===== config.mk =====
export PLATFORM = sky130hd
export DESIGN_NAME = vme_bus_arbiter
export DESIGN_NICKNAME = d
export VERILOG_FILES = /design/src/rtl/vme_bus_arbiter.sv
export SDC_FILE = /design/constraint.sdc
export NUM_CORES = 1
export LEC_CHECK = 0
export ABC_AREA = 1
export BUFFER_PORTS_ARGS = -buffer_cell sky130_fd_sc_hd__buf_2
export CAP_MARGIN = 40
export CORE_MARGIN = 4
export CORE_UTILIZATION = 40
export DETAILED_ROUTE_END_ITERATION = 12
export HOLD_SLACK_MARGIN = 0.12
export PLACE_DENSITY_LB_ADDON = 0.25
export SYNTH_ARGS = -nofsm -noshare
export SYNTH_HDL_FRONTEND = slang
export SYNTH_SLANG_ARGS = --single-unit

===== constraint.sdc =====
create_clock -name Clk -period 1.5 [get_ports Clk]
set_input_delay 0.075 -clock Clk [delete_from_list [all_inputs] [get_ports Clk]]
set_output_delay 0.075 -clock Clk [all_outputs]
set_load 0.05 [all_outputs]

===== src/rtl/vme_bus_arbiter.sv =====
// rtl/vme_bus_arbiter.sv - round-robin two-requester arbiter for a cheby register slave
//
// Requester A (host VME bridge) and requester B (local sequencer) post level
// requests. One is granted round-robin. A one-cycle read or write strobe goes
// to the slave, and the arbiter waits for the matching Done. The owner then
// gets a one-cycle done pulse, with read data on reads.
//
// Optional feature: define VME_BUS_ARBITER_TIMEOUT_EN to add a WAIT watchdog.
// After TIMEOUT cycles with no matching Done, the access completes with err=1
// and, on reads, rdata of all ones.
//
// Ports:
//   Clk, rst_n                  clock, asynchronous active-low reset
//   a_rd/a_wr/a_addr/a_wdata    requester A level request, word address, write data
//   a_rdata/a_done/a_err        requester A read data, completion pulse, timeout flag
//   b_*                         same set for requester B
//   VMEAddr/VMEWrData           slave address [AW:1] and write data (hold between accesses)
//   VMERdMem/VMEWrMem           slave one-cycle read/write strobes
//   VMERdData/VMERdDone         slave read data and read acknowledge
//   VMEWrDone                   slave write acknowledge
//   busy                        high while an access is in flight (ISSUE/WAIT/DONE)
module vme_bus_arbiter #(
    parameter int AW      = 8,
    parameter int DW      = 16,
    parameter int TIMEOUT = 255
) (
    input  logic          Clk,
    input  logic          rst_n,
    input  logic          a_rd,
    input  logic          a_wr,
    input  logic [AW:1]   a_addr,
    input  logic [DW-1:0] a_wdata,
    output logic [DW-1:0] a_rdata,
    output logic          a_done,
    output logic          a_err,
    input  logic          b_rd,
    input  logic          b_wr,
    input  logic [AW:1]   b_addr,
    input  logic [DW-1:0] b_wdata,
    output logic [DW-1:0] b_rdata,
    output logic          b_done,
    output logic          b_err,
    output logic [AW:1]   VMEAddr,
    output logic [DW-1:0] VMEWrData,
    output logic          VMERdMem,
    output logic          VMEWrMem,
    input  logic [DW-1:0] VMERdData,
    input  logic          VMERdDone,
    input  logic          VMEWrDone,
    output logic          busy
);

    typedef enum logic [1:0] {
        S_IDLE  = 2'd0,
        S_ISSUE = 2'd1,
        S_WAIT  = 2'd2,
        S_DONE  = 2'd3
    } state_t;

    state_t        r_state;
    state_t        w_state_nxt;

    logic          r_last_b;     // last completed access belonged to B
    logic          r_own_b;      // current owner is B
    logic          r_op_rd;      // current access is a read
    logic [AW:1]   r_addr;
    logic [DW-1:0] r_wdata;
    logic          r_rdmem;
    logic          r_wrmem;
    logic          r_a_done;
    logic          r_b_done;
    logic [DW-1:0] r_a_rdata;
    logic [DW-1:0] r_b_rdata;
    logic          r_busy;

    logic          w_req_a;
    logic          w_req_b;
    logic          w_pick_b;
    logic          w_pick_rd;
    logic          w_match;
    logic          w_timeout;
    logic          w_finish;
    logic          w_grant;
    logic          w_cmpl;
    logic          w_rdmem_nxt;
    logic          w_wrmem_nxt;
    logic          w_a_done_nxt;
    logic          w_b_done_nxt;
    logic          w_busy_nxt;
    logic [DW-1:0] w_rdata_nxt;

    assign w_req_a   = a_rd | a_wr;
    assign w_req_b   = b_rd | b_wr;
    // B wins only when A is idle or A was served last; reset leaves r_last_b=1
    // so A wins the first tie.
    assign w_pick_b  = w_req_b & (~w_req_a | ~r_last_b);
    // rd takes precedence over wr from the same requester.
    assign w_pick_rd = w_pick_b ? b_rd : a_rd;
    // Only the Done that matches the operation in flight completes it.
    assign w_match   = r_op_rd ? VMERdDone : VMEWrDone;
    assign w_finish  = w_match | w_timeout;

    // State register
    always_ff @(posedge Clk or negedge rst_n) begin
        if (!rst_n) begin
            r_state <= S_IDLE;
        end else begin
            r_state <= w_state_nxt;
        end
    end

    // Next-state logic
    always_comb begin
        w_state_nxt = r_state;
        case (r_state)
            S_IDLE:  if (w_req_a | w_req_b) w_state_nxt = S_ISSUE;
            S_ISSUE: w_state_nxt = S_WAIT;
            S_WAIT:  if (w_finish) w_state_nxt = S_DONE;
            S_DONE:  w_state_nxt = S_IDLE;
            default: w_state_nxt = S_IDLE;
        endcase
    end

    // Output logic: next values for the registered outputs, so that each
    // output lines up with the state it belongs to.
    always_comb begin
        w_grant      = (r_state == S_IDLE) & (w_req_a | w_req_b);
        w_rdmem_nxt  = w_grant & w_pick_rd;
        w_wrmem_nxt  = w_grant & ~w_pick_rd;
        w_cmpl       = (r_state == S_WAIT) & w_finish;
        w_a_done_nxt = w_cmpl & ~r_own_b;
        w_b_done_nxt = w_cmpl & r_own_b;
        w_busy_nxt   = (w_state_nxt != S_IDLE);
        // A Done in the same cycle as the watchdog wins and returns real data.
        w_rdata_nxt  = w_match ? VMERdData : {DW{1'b1}};
    end

    // Registered outputs and the per-access latch
    always_ff @(posedge Clk or negedge rst_n) begin
        if (!rst_n) begin
            r_last_b  <= 1'b1;
            r_own_b   <= 1'b0;
            r_op_rd   <= 1'b0;
            r_addr    <= '0;
            r_wdata   <= '0;
            r_rdmem   <= 1'b0;
            r_wrmem   <= 1'b0;
            r_a_done  <= 1'b0;
            r_b_done  <= 1'b0;
            r_a_rdata <= '0;
            r_b_rdata <= '0;
            r_busy    <= 1'b0;
        end else begin
            r_rdmem  <= w_rdmem_nxt;
            r_wrmem  <= w_wrmem_nxt;
            r_a_done <= w_a_done_nxt;
            r_b_done <= w_b_done_nxt;
            r_busy   <= w_busy_nxt;
            if (w_grant) begin
                r_own_b <= w_pick_b;
                r_op_rd <= w_pick_rd;
                r_addr  <= w_pick_b ? b_addr : a_addr;
                r_wdata <= w_pick_b ? b_wdata : a_wdata;
            end
            if (w_cmpl & r_op_rd) begin
                if (r_own_b) begin
                    r_b_rdata <= w_rdata_nxt;
                end else begin
                    r_a_rdata <= w_rdata_nxt;
                end
            end
            if (r_state == S_DONE) begin
                r_last_b <= r_own_b;
            end
        end
    end

`ifdef VME_BUS_ARBITER_TIMEOUT_EN
    localparam logic [15:0] TO_VAL = 16'(TIMEOUT);

    logic [15:0] r_cnt;
    logic        r_a_err;
    logic        r_b_err;

    // Cleared outside WAIT, so it reads 0 on the first WAIT cycle.
    always_ff @(posedge Clk or negedge rst_n) begin
        if (!rst_n) begin
            r_cnt <= '0;
        end else if (r_state == S_WAIT) begin
            r_cnt <= r_cnt + 16'd1;
        end else begin
            r_cnt <= '0;
        end
    end

    assign w_timeout = (r_state == S_WAIT) & (r_cnt == TO_VAL);

    always_ff @(posedge Clk or negedge rst_n) begin
        if (!rst_n) begin
            r_a_err <= 1'b0;
            r_b_err <= 1'b0;
        end else begin
            r_a_err <= w_a_done_nxt & ~w_match;
            r_b_err <= w_b_done_nxt & ~w_match;
        end
    end

    assign a_err = r_a_err;
    assign b_err = r_b_err;
`else
    assign w_timeout = 1'b0;
    assign a_err     = 1'b0;
    assign b_err     = 1'b0;
`endif

    assign a_rdata   = r_a_rdata;
    assign a_done    = r_a_done;
    assign b_rdata   = r_b_rdata;
    assign b_done    = r_b_done;
    assign VMEAddr   = r_addr;
    assign VMEWrData = r_wdata;
    assign VMERdMem  = r_rdmem;
    assign VMEWrMem  = r_wrmem;
    assign busy      = r_busy;

endmodule


# After elaboration in Yosys (flattened, before gate mapping)
# Cells that the tools add are included.
# classes
eq_ne	3
n_mux	8
bitwise_logic	16
n_reduce_logical	4
# ops
op	count
$mux 16	2
$and 1x1->1	8
$mux 8	1
$pmux 2 s4	1
$eq 2x2->1 const B	2
$mux 2	2
$not 1->1	4
$or 1x1->1	4
$reduce_and 2->1	2
$eq 2x1->1 const B	1
$logic_not 2->1	1
$mux 1	2
$reduce_bool 2->1	1
# totals
reg_bits	66
input_bits	72
wordCells	44

# Logic depth before layout (Yosys ltp)
# logic_depth
ltp_word	7
ltp_mapped	7
mapped_depth_nobuf	7

# Least setup slack after synthesis
# OpenSTA, ideal clock, no wires.
# synth_path
path_kind	flip-flop to flip-flop
from	register r_state[0]
to	register r_a_rdata[0], in the netlist a_rdata[0]
setup_ns	0.065
t_arrival_ns	1.385
required_time_ns	1.435
path_slack_ns	0.050
stages_incl_launch_ff	8
n_path_buf	1
period_less_slack_ns	1.450
path_cell_list	dfrtp_1 > inv_1 > ha_1 > nand4_2 > nor2_4 > buf_4 > nand2_1 > nand2_1
# synth_between
elab_chain_len	4
# synth_rtl
item	line_no	rtl
from (decl)	60	state_t r_state;
from (signal assigned)	108	r_state <= w_state_nxt;
$eq 2x2->1	130	w_cmpl = (r_state == S_WAIT) & w_finish;
$and 1x1->1	130	
$and 1x1->1	165	if (w_cmpl & r_op_rd) begin
$reduce_and 2->1 (no source line)	--	
to (signal assigned)	169	r_a_rdata <= w_rdata_nxt;
to (decl)	72	logic [DW-1:0] r_a_rdata;
# No other way between the ends.
# A chain may end at the register's enable or synchronous reset.

# Worst setup path after layout
# layout_path
from	register r_op_rd
to	register r_b_rdata[5], in the netlist b_rdata[5]
# layout_between
elab_chain_len	4
# layout_rtl
item	line_no	rtl
from (decl)	65	logic r_op_rd;
from (signal assigned)	161	r_op_rd <= w_pick_rd;
$mux 1	100	assign w_match = r_op_rd ? VMERdDone : VMEWrDone;
$and 1x1->1	130	
$and 1x1->1	165	
$reduce_and 2->1 (no source line)	--	
to (signal assigned)	167	r_b_rdata <= w_rdata_nxt;
to (decl)	73	logic [DW-1:0] r_b_rdata;
# Several ways; a longest one is shown, not always the timed one.

==> tab_implementation.tex <==
\begin{tabular}{lr}
\hline
Metric & Value \\
\hline
\multicolumn{2}{l}{\textbf{Status}} \\
\quad Outcome & complete, no violations \\
\multicolumn{2}{l}{\textbf{Timing}} \\
\quad Smallest hold slack & about 0.18 ns \\
\quad Max Slew Vio Count & 0 \\
\quad Final hold violations & 0 \\
\quad Setup violation total in the final timing report & 0 \\
\quad Post-route setup TNS & 0 ns \\
\quad Clock period minus final worst setup slack & between 1 and 1.5 ns \\
\quad Setup repair after global routing missed its margin & no \\
\quad Worst clock skew & between 0.005 and 0.006 ns \\
\quad Maximum clock frequency & 718.1 MHz \\
\quad Final Cycle Share & 92.84\% \\
\quad PnR worst setup slack & between 0.1 and 0.15 ns \\
\multicolumn{2}{l}{\textbf{Clock network}} \\
\quad Clock tree from TritonCTS & yes \\
\quad Clock insertion delay at the later pin of the skew report & roughly 0.34 ns \\
\quad Number of H-tree levels & 3 \\
\quad Clock Sinks & 66 \\
\quad Clock Pin Slew Worst Setup and Hold Paths & roughly 0.070 ns \\
\quad Clock buffer depth & 2 \\
\quad Clock Tree Root & clkbuf\_8 \\
\quad Inserted Clock Buffers & 9 \\
\multicolumn{2}{l}{\textbf{Placed design}} \\
\quad Port Buffers & approximately 130 \\
\quad Last weighted congestion value of the routability-driven placer & roughly 0.78 \\
\quad Setup slack at placement & -0.04212 ns \\
\quad DPL Wire Length & 6004 um \\
\quad Placed cell count & roughly 640 \\
\quad Post-Place Cell Area & 4026 um\^{}2 \\
\multicolumn{2}{l}{\textbf{Yosys}} \\
\quad Most frequent cells after synthesis & 198 x nand2\_1, 65 x dfrtp\_1, 47 x inv\_1 \\
\quad Top flip-flop cell by instance count after synthesis & dfrtp\_1 \\
\quad Distinct cell type count after synthesis & 22 \\
\quad Async SR Flop Fraction & 100.0\% \\
\quad Share of synthesized area occupied by flip-flops and latches & 51.91\% \\
\quad Post-synth top area cell & dfrtp\_1 \\
\quad Number of standard cells after synthesis & approximately 400 \\
\quad Yosys top cell area share & 51.08\% \\
\quad Cell area after synthesis & about 3200 um\^{}2 \\
\quad Post-Syn Area per Cell & 7.882 um\^{}2 \\
\quad Most used standard cell by instance count after synthesis & nand2\_1 \\
\quad Top post-synthesis cells by area & dfrtp\_1 51\%, nand2\_1 23\%, nand3b\_1 5.9\% \\
\quad Flops \& latches, synth & 66 \\
\quad Synth warnings & 0 \\
\quad Number of flops mapped to enable cells by yosys & 0 \\
\multicolumn{2}{l}{\textbf{Final layout}} \\
\quad Post-route non-filler standard cell count & 723 \\
\quad Footprint of the flip-flops and latches & 1653 um\^{}2 \\
\quad Post-Route Utilization & between 60\% and 70\% \\
\quad Area occupied by multi-input gates & approximately 1300 um\^{}2 \\
\quad Cell area after layout & 5000 um\^{}2 \\
\quad Number of fillers in the final layout & between 600 and 700 \\
\quad Share of post-route cells with drive strength above 1 & between 20 and 30\% \\
\quad Layout overhead on the synthesized area & 57.01\% \\
\quad Diodes inserted & 0 \\
\quad Number of nets in the finished design & about 690 \\
\multicolumn{2}{l}{\textbf{Pwr}} \\
\quad Switching power & between 5 and 6 mW \\
\quad Worst-case vdd ir drop & 1.328 mV \\
\quad Leakage power figure & between 2 and 3 nW \\
\quad Total power & around 11 mW \\
\quad Register share of total power & between 20\% and 30\% \\
\quad Sw Share & 53.09\% \\
\quad Total power per unit cell area & $\sim$2200 nW/um\^{}2 \\
\quad Cell internal power dissipation & between 5 and 6 mW \\
\quad Part of the total power dissipated in combinational logic & 56.8\% \\
\quad Clock power frac & between 10\% and 20\% \\
\multicolumn{2}{l}{\textbf{Routing}} \\
\quad DRT Pass-1 Iters & 7 \\
\quad Via density per instance & 4.664 \\
\quad Aggregate routed wire length & around 10000 um \\
\quad Via count & 3,372 \\
\quad Antenna Violating Nets Remaining & 0 \\
\quad Routed wire length per instance & approximately 13 um \\
\quad Residual DRC & 0 \\
\quad Iteration-0 DRC Markers & between 100 and 150 \\
\multicolumn{2}{l}{\textbf{Worst setup path}} \\
\quad Crit end category & flip-flop \\
\quad Startpoint kind of the worst setup timing path & flip-flop \\
\quad Peak fanout along the critical path & 16 \\
\quad Critical path class & reg -> reg \\
\quad Worst Path Arrival & $\sim$1.6 ns \\
\quad Data required time of the worst path & $\sim$1.7 ns \\
\multicolumn{2}{l}{\textbf{Die}} \\
\quad Core Footprint & slightly below 8000 um\^{}2 \\
\quad Boundary pin count & roughly 140 \\
\quad Die width & a little under 100 um \\
\quad Core Rows & 32 \\
\quad Die extent in y & approximately 100 um \\
\quad Die area & about 9500 um\^{}2 \\
\quad Initial Util & about two fifths \\
\multicolumn{2}{l}{\textbf{GRT}} \\
\quad Via count of the first global-routing pass & roughly 3,500 \\
\quad Overall global routing resource usage & a little over a fifth \\
\quad First-pass GRT wire length & $\sim$16,000 um \\
\quad Antenna violations before repair & 0 \\
\quad Largest net degree at the start of global routing & 37 \\
\quad Total congestion overflow after global routing & 0 \\
\multicolumn{2}{l}{\textbf{Hold path}} \\
\quad Path category of the worst min-delay check & in -> reg \\
\multicolumn{2}{l}{\textbf{Job}} \\
\quad Number of maximum-capacitance violations & 0 \\
\hline
\end{tabular}
-- placed cells by master (no fill, tap or decap), drive strengths merged --
master       instances
nand2              198
buf                151
dlygate4sd3         67
dfrtp               65
inv                 48
nand3b              25
nand3               24
clkbuf               9
nor2                 9
o21ai                5
nand4                4
ha                   4
clkinv               4
conb                 2
clkinvlp             2
bufinv               2
a21oi                1
dfstp                1
-- final cells by class --
class | count | area share (%)
Inverter | 49 | 3.679
Clock buffer | 9 | 2.477
Clock inverter | 7 | 1.877
Timing Repair Buffer | 218 | 30.53
Multi-Input combinational cell | 272 | 25.83
Tap cell | 102 | 2.553
Sequential cell | 66 | 33.06
-- registers in the layout (all words and copies together), names as in the netlist --
name	cells
VMERdMem	1
VMEWrMem	1
b_rdata	16
b_done	1
r_op_rd	1
VMEAddr	8
a_rdata	16
VMEWrData	16
busy	1
r_state	2
r_own_b	1
a_done	1
r_last_b	1
-- metal layers --
metal  share of wire [%]  GRT usage (%)  up-vias
met5                   0              0        -
met4                 2.1          8.094        0
met3                 9.5          5.312       18
met2                  48          34.24      172
met1                  41          26.93     1537
li1                    -              -     1645
-- worst max-delay path: stages (launching register included) --
cell and delay (ns):
dfrtp_1 0.43, o21ai_2 0.39, nand4_2 0.13, buf_6 0.19
nand2_1 0.07, nand2_1 0.06
-- final timing paths --
path | cells after the start | to | from | slack, ns
max in group asynchronous | 3 | r_last_b | rst_n | 0.96
worst min-delay path | 5 | r_state[0] | b_wr | 0.18
worst min register to register | 2 | a_rdata[6] | a_rdata[6] | 0.47
worst max register to register | 5 | b_rdata[5] | r_op_rd | 0.11
worst max-delay path | 5 | b_rdata[5] | r_op_rd | 0.11
min in group asynchronous | 3 | b_rdata[9] | rst_n | 0.26
-- timing repair --
action,in CTS,in global routing
hold buffers,67,0
setup endpoints to repair,20,35
buffers inserted,1,0
endpoints found under the hold margin,123,0
pin swaps,1,0
resized for setup,1,9
cloned,0,1
-- cell families after synthesis --
| group | count (synthesis) | share of synthesized area, % |
|---|---|---|
| AO/OA/AOI/OAI | 6 | 1.179 |
| buffers and inverters | 68 | 9.234 |
| adder cells (fa/ha/maj) | 4 | 1.572 |
| flip-flops | 66 | 51.91 |
| AND/OR/NAND/NOR | 259 | 35.99 |
| other | 1 | 0.1178 |
-- power groups by stage --
stage          sequential, mW  clock, mW  combinational (mW)
2_1_floorplan            5.88          0                1.74
3_3_place_gp             3.16          0                5.96
3_5_place_dp             3.16          0                6.06
4_1_cts                  3.15       1.67                6.20
5_1_grt                  3.29       1.75                6.81
6_report                 3.17       1.63                6.32
Power figures use the tool's default switching activity.
